[config.mk]
export PLATFORM = sky130hd
export DESIGN_NAME = mux8_rr_arbiter
export DESIGN_NICKNAME = d
export VERILOG_FILES = /design/src/rtl/mux8_rr_arbiter.sv
export SDC_FILE = /design/constraint.sdc
export NUM_CORES = 1
export LEC_CHECK = 0
export ABC_AREA = 1
export CAP_MARGIN = 20
export CELL_PAD_IN_SITES_DETAIL_PLACEMENT = 1
export CELL_PAD_IN_SITES_GLOBAL_PLACEMENT = 1
export CORE_MARGIN = 10
export CORE_UTILIZATION = 25
export DETAILED_ROUTE_END_ITERATION = 8
export PLACE_DENSITY = 0.9
export SLEW_MARGIN = 20
export SYNTH_ARGS = -nofsm -noshare
export SYNTH_HDL_FRONTEND = slang
export SYNTH_SLANG_ARGS = --single-unit
[constraint.sdc]
create_clock -name clk -period 4 [get_ports clk]
set_input_delay 0.8 -clock clk [delete_from_list [all_inputs] [get_ports clk]]
set_output_delay 0.8 -clock clk [all_outputs]
set_load 0.05 [all_outputs]
[src/rtl/mux8_rr_arbiter.sv]
// Purpose: round-robin / fixed-priority 8:1 arbiter that owns the shared mux select and registers the winner's data.
// Latency: one cycle from the ack edge to dout; one word per cycle is sustained while dout_ready stays high.
// Backpressure: while dout_valid && !dout_ready everything holds and ack stays low; there is no skid buffer.
module mux8_rr_arbiter #(
    parameter int DW = 8
) (
    input  logic              clk,
    input  logic              rst_n,
    input  logic [7:0]        req,
    input  logic [8*DW-1:0]   din,
    input  logic [7:0]        mask,
    input  logic              mode,
    output logic [7:0]        ack,
    output logic [2:0]        sel,
    output logic [DW-1:0]     dout,
    output logic              dout_valid,
    input  logic              dout_ready
);

    typedef enum logic {
        EMPTY = 1'b0,
        FULL  = 1'b1
    } state_t;

    state_t      state_q;
    state_t      state_d;
    logic [2:0]  ptr;
    logic [7:0]  elig;
    logic        load;
    logic        found;
    logic [2:0]  win;
    logic [2:0]  idx;

    assign elig       = req & mask;
    assign dout_valid = (state_q == FULL);
    assign load       = (|elig) && (!dout_valid || dout_ready);

    // Winner search: scan from ptr (round-robin) or from index 0 (fixed priority).
    always_comb begin
        win   = 3'd0;
        found = 1'b0;
        idx   = 3'd0;
        for (int k = 0; k < 8; k++) begin
            idx = (mode ? 3'd0 : ptr) + 3'(k);
            if (!found && elig[idx]) begin
                win   = idx;
                found = 1'b1;
            end
        end
    end

    // Grant is combinational; held low during reset so nothing is acknowledged while state is being cleared.
    always_comb begin
        ack = 8'd0;
        if (rst_n && load) begin
            ack = 8'b1 << win;
        end
    end

    // Next-state: FULL whenever a word is loaded, EMPTY only when the held word drains with nothing behind it.
    always_comb begin
        state_d = state_q;
        case (state_q)
            EMPTY: begin
                if (load) begin
                    state_d = FULL;
                end
            end
            FULL: begin
                if (!load && dout_ready) begin
                    state_d = EMPTY;
                end
            end
            default: state_d = EMPTY;
        endcase
    end

    // State register.
    always_ff @(posedge clk or negedge rst_n) begin
        if (!rst_n) begin
            state_q <= EMPTY;
        end else begin
            state_q <= state_d;
        end
    end

    // Datapath: capture winner's slice, remember it in sel, and advance the rotation pointer past it.
    always_ff @(posedge clk or negedge rst_n) begin
        if (!rst_n) begin
            dout <= '0;
            sel  <= 3'd0;
            ptr  <= 3'd0;
        end else if (load) begin
            dout <= din[win*DW +: DW];
            sel  <= win;
            ptr  <= win + 3'd1;
        end
    end

endmodule

==> reports/qor.csv <==
metric,value,unit
Final Hold Fails,0,
Max stage delay on crit path,0.23,ns
critical path's slowest cell,buf_4,
diode count,0,
sequential-to-total area share from yosys stat,0.171,
DR top layer,met4,
"Net Count, Synth",504,
WP buf/inv,5,
post-synthesis compound-gate area fraction,0.0427,
"top cells by area, synth","nand2_1 40%, dfrtp_1 17%, nand3_1 15%",
hold worst-path end,dout[7]$_DFFE_PN0P_,
CTS tree,built,
Hold Path Cell Cnt,2,
Post-Synth Simple-Gate Area,0.669,
worst path arrival time,3.26,ns
Syn Area/Cell,5.26,um2
antenna violations before repair,0,
VDD IR max,345,uV
Leak,2.39,nW
utilization after layout,0.526,
Worst Hold Class,register to register,
Cell variety after synth,29,
Combinational Power Share,0.900,
critical-path cell list,buf_12 -> nor2_4 -> buf_4 -> nand2_1 -> nand2_1 -> nand2_2 -> nand2_4 -> buf_4 -> buf_4 -> nand2_1 -> nand3_1 -> o211ai_1 -> nand2_1 -> nand2_1 -> nand4_1 -> nand2_2 -> nand2_4 -> ha_4 -> nor3b_4 -> buf_12,
cell repeated most along the worst path,nand2_1,
die height,114,um
DR DRC count,0,
Yosys Warn Count,0,
metal3 WL,733,um
Hold Crit Start,dout[7]$_DFFE_PN0P_,
clock power share,0.030,
share of the synthesized area in the top cell type,0.403,
dpl ws,-0.522,ns
largest family of logic cells by synthesized area,simple AND/OR/NAND/NOR gates,
first-pass GRT wire length,18400,um
Seq pwr share,0.070,
"Hold-fix buffers, CTS",0,
"Cell Area, Synth",2200,um2
WS Path Type,input pin to output port,
failing checks,setup timing,
"most common cell after layout, fill and taps aside",nand2_1,
CP Max Fanout,7,
post-route antenna net violation count,0,
H-tree level count,1,
"setup slack, reg-to-reg",0.73,ns
initial core utilization,0.255,
Nets,668,
fin crit period,4.06,ns
switching fraction of total power,0.582,
Adder-Cell Fraction of Synth Area,0.0114,
Worst Slack Setup Final,-0.0578,ns
setup TNS,-0.108,ns
Die Wd,114,um
Power Density,965,nW/um2
Clock Tree Buf Depth,2,
DR pass1 iterations,4,
vias after detailed routing,3522,
Worst Reg-to-Reg Cells,20,
CTS sink cnt,15,
Final Wtd Congestion,0.925,
Reg-to-Reg Start,ptr[0]$_DFFE_PN0P_,
Post-Synth XOR/XNOR Area,0.00740,
Slew @ Worst Pin,0.585,ns
Layout area overhead,107,%
cells after synthesis,418,
clk slew on worst S/H paths,0.07,ns
Top delay family on crit path,simple AND/OR/NAND/NOR gates,
slew margin rel.,0.609,
clock network latency to the later pin of the worst-skew pair,0.26,ns
max frequency,246,MHz
Row Count,34,
cts bufs inserted,3,
Reg-to-Reg End,dout[4]$_DFFE_PN0P_,
#FFs+latches synth,15,
vias in the first global route,3770,
met2 wire len,6990,um
Tcrit/Tclk final,1.01,
DP HPWL,8630,um
Crit. End Element,output port,
GRT overflow,0,
switching pwr,2.55,mW
RSZ-0062 raised after global routing,yes,
CTS root buf,clkbuf_8,
cell taking the most area after synthesis,nand2_1,
aggregate global-route resource usage,0.168,
PortBufs,103,
drt via density,5.11,
mux cell area share after synthesis,0,
pin count of the biggest net entering global routing,33,
internal power,1.83,mW
most frequent cells in the layout,"188 x nand2_1, 78 x clkdlybuf4s50_1, 65 x buf_4",
WL met1,5170,um
CP required,3.20,ns
clock skew,0.00155,ns
Max Cap Violations,0,
# setup viols final,4,
DRT Wirelength,13300,um
max-slew violations,0,
layout cells sized above 1,0.343,
Setup crit start kind,input pin,
core area,8640,um2
status,"finished, violations left",
DR iter-0 viols,126,
Die Footprint,12900,um2
Ports,104,
WL/cell,19.3,um
-- through the flow --
| stage | hold slack [ns] | cells | instance area, um2 | total power [mW] |
|---|---|---|---|---|
| finish | 0.507 | 689 | 4540 | 4.38 |
| global route | 0.532 | 689 | 4540 | 4.77 |
| global placement | 0.472 | 660 | 3710 | 3.24 |
| CTS | 0.498 | 674 | 3990 | 3.79 |
| floorplan | 0.504 | 418 | 2230 | 2.32 |
| detailed placement | 0.482 | 660 | 3710 | 3.39 |
-- cell usage after synthesis --
library cell    n
nand4_1         6
nand3_2         1
nor3_1          3
o211ai_1        1
buf_2           6
nor3_4          1
nand3_1        65
nand2_4         2
nor2_4          3
nor4_1          2
nand2_2         5
nor2_1         10
inv_2           6
clkbuf_1        1
dfrtp_1        15
o21ai_2         1
a21o_1          1
nor3b_1         1
ha_1            2
inv_1          24
o21ai_1         6
nor3_2          1
o21ai_0         8
nand2_1       236
nand4_2         1
nor2_2          2
buf_4           2
xnor2_2         1
buf_6           5
-- worst max-delay path by stage --
stage	start	endpoint	slack, ns	cells after the start
after floorplan	mode	ack[0]	-0.21	18
after detailed placement	mode	ack[7]	-0.52	20
after CTS	req[7]	ack[4]	-0.004	17
after global routing	mode	ack[7]	-0.17	20
after global placement	mode	ack[4]	-0.39	17
final	mode	ack[7]	-0.06	20
-- worst register-to-register path: stages (launching register included) --
cell	delay, ns
dfrtp_2	0.48
inv_1	0.11
nor2_4	0.25
buf_4	0.23
nand2_1	0.10
nand2_1	0.14
nand2_2	0.09
nand2_1	0.12
nand2_1	0.06
a21o_1	0.19
nor3_4	0.27
nand2_2	0.12
nand2_4	0.14
buf_4	0.14
buf_4	0.31
nand2_1	0.10
nand2_1	0.08
nand2_1	0.05
nand2_1	0.08
nand2_1	0.07
nand3_1	0.08
-- registers in the layout, summed over array words and instances, names as in the netlist --
register and cells:
dout_valid 1, sel 3, ptr 3, dout 8
-- power by group through the flow --
stage / Sequential (mW) / Clock (mW) / Combinational [mW]
after detailed placement: 0.285 / 0 / 3.10
after global routing: 0.313 / 0.139 / 4.32
after global placement: 0.280 / 0 / 2.96
after floorplan: 0.451 / 0 / 1.87
after CTS: 0.286 / 0.129 / 3.37
final: 0.305 / 0.133 / 3.94
-- logic make-up (layout without fill, tap and decap cells) --
| logic type | after synthesis | count (layout) |
|---|---|---|
| AOI/OAI and AO/OA | 17 | 17 |
| xor gates and xnor gates | 1 | 1 |
| adders and majority gates | 2 | 2 |
| buffers and inverters | 44 | 207 |
| DFF | 15 | 15 |
| and+or+nand+nor | 339 | 339 |
-- layout make-up --
type | count | area [um2]
clock buffer | 4 | 45.0
fill | 1090 | 4090
inverter | 30 | 143
multi-input combinational | 359 | 2130
sequential | 15 | 377
tap | 108 | 135
timing repair buffer | 173 | 1720
-- metal layers --
metal  global-route usage  up-vias
li1                     -     1660
met1                0.182     1710
met2                0.312      118
met3               0.0373       34
met4               0.0560        0
met5                    0        -
-- timing repair --
item	CTS	global route
endpoints found under the setup margin	8	8
resized for setup	47	125
setup buffers	10	15
pin swaps	23	53
No activity file was read; power rests on OpenSTA's default activity.
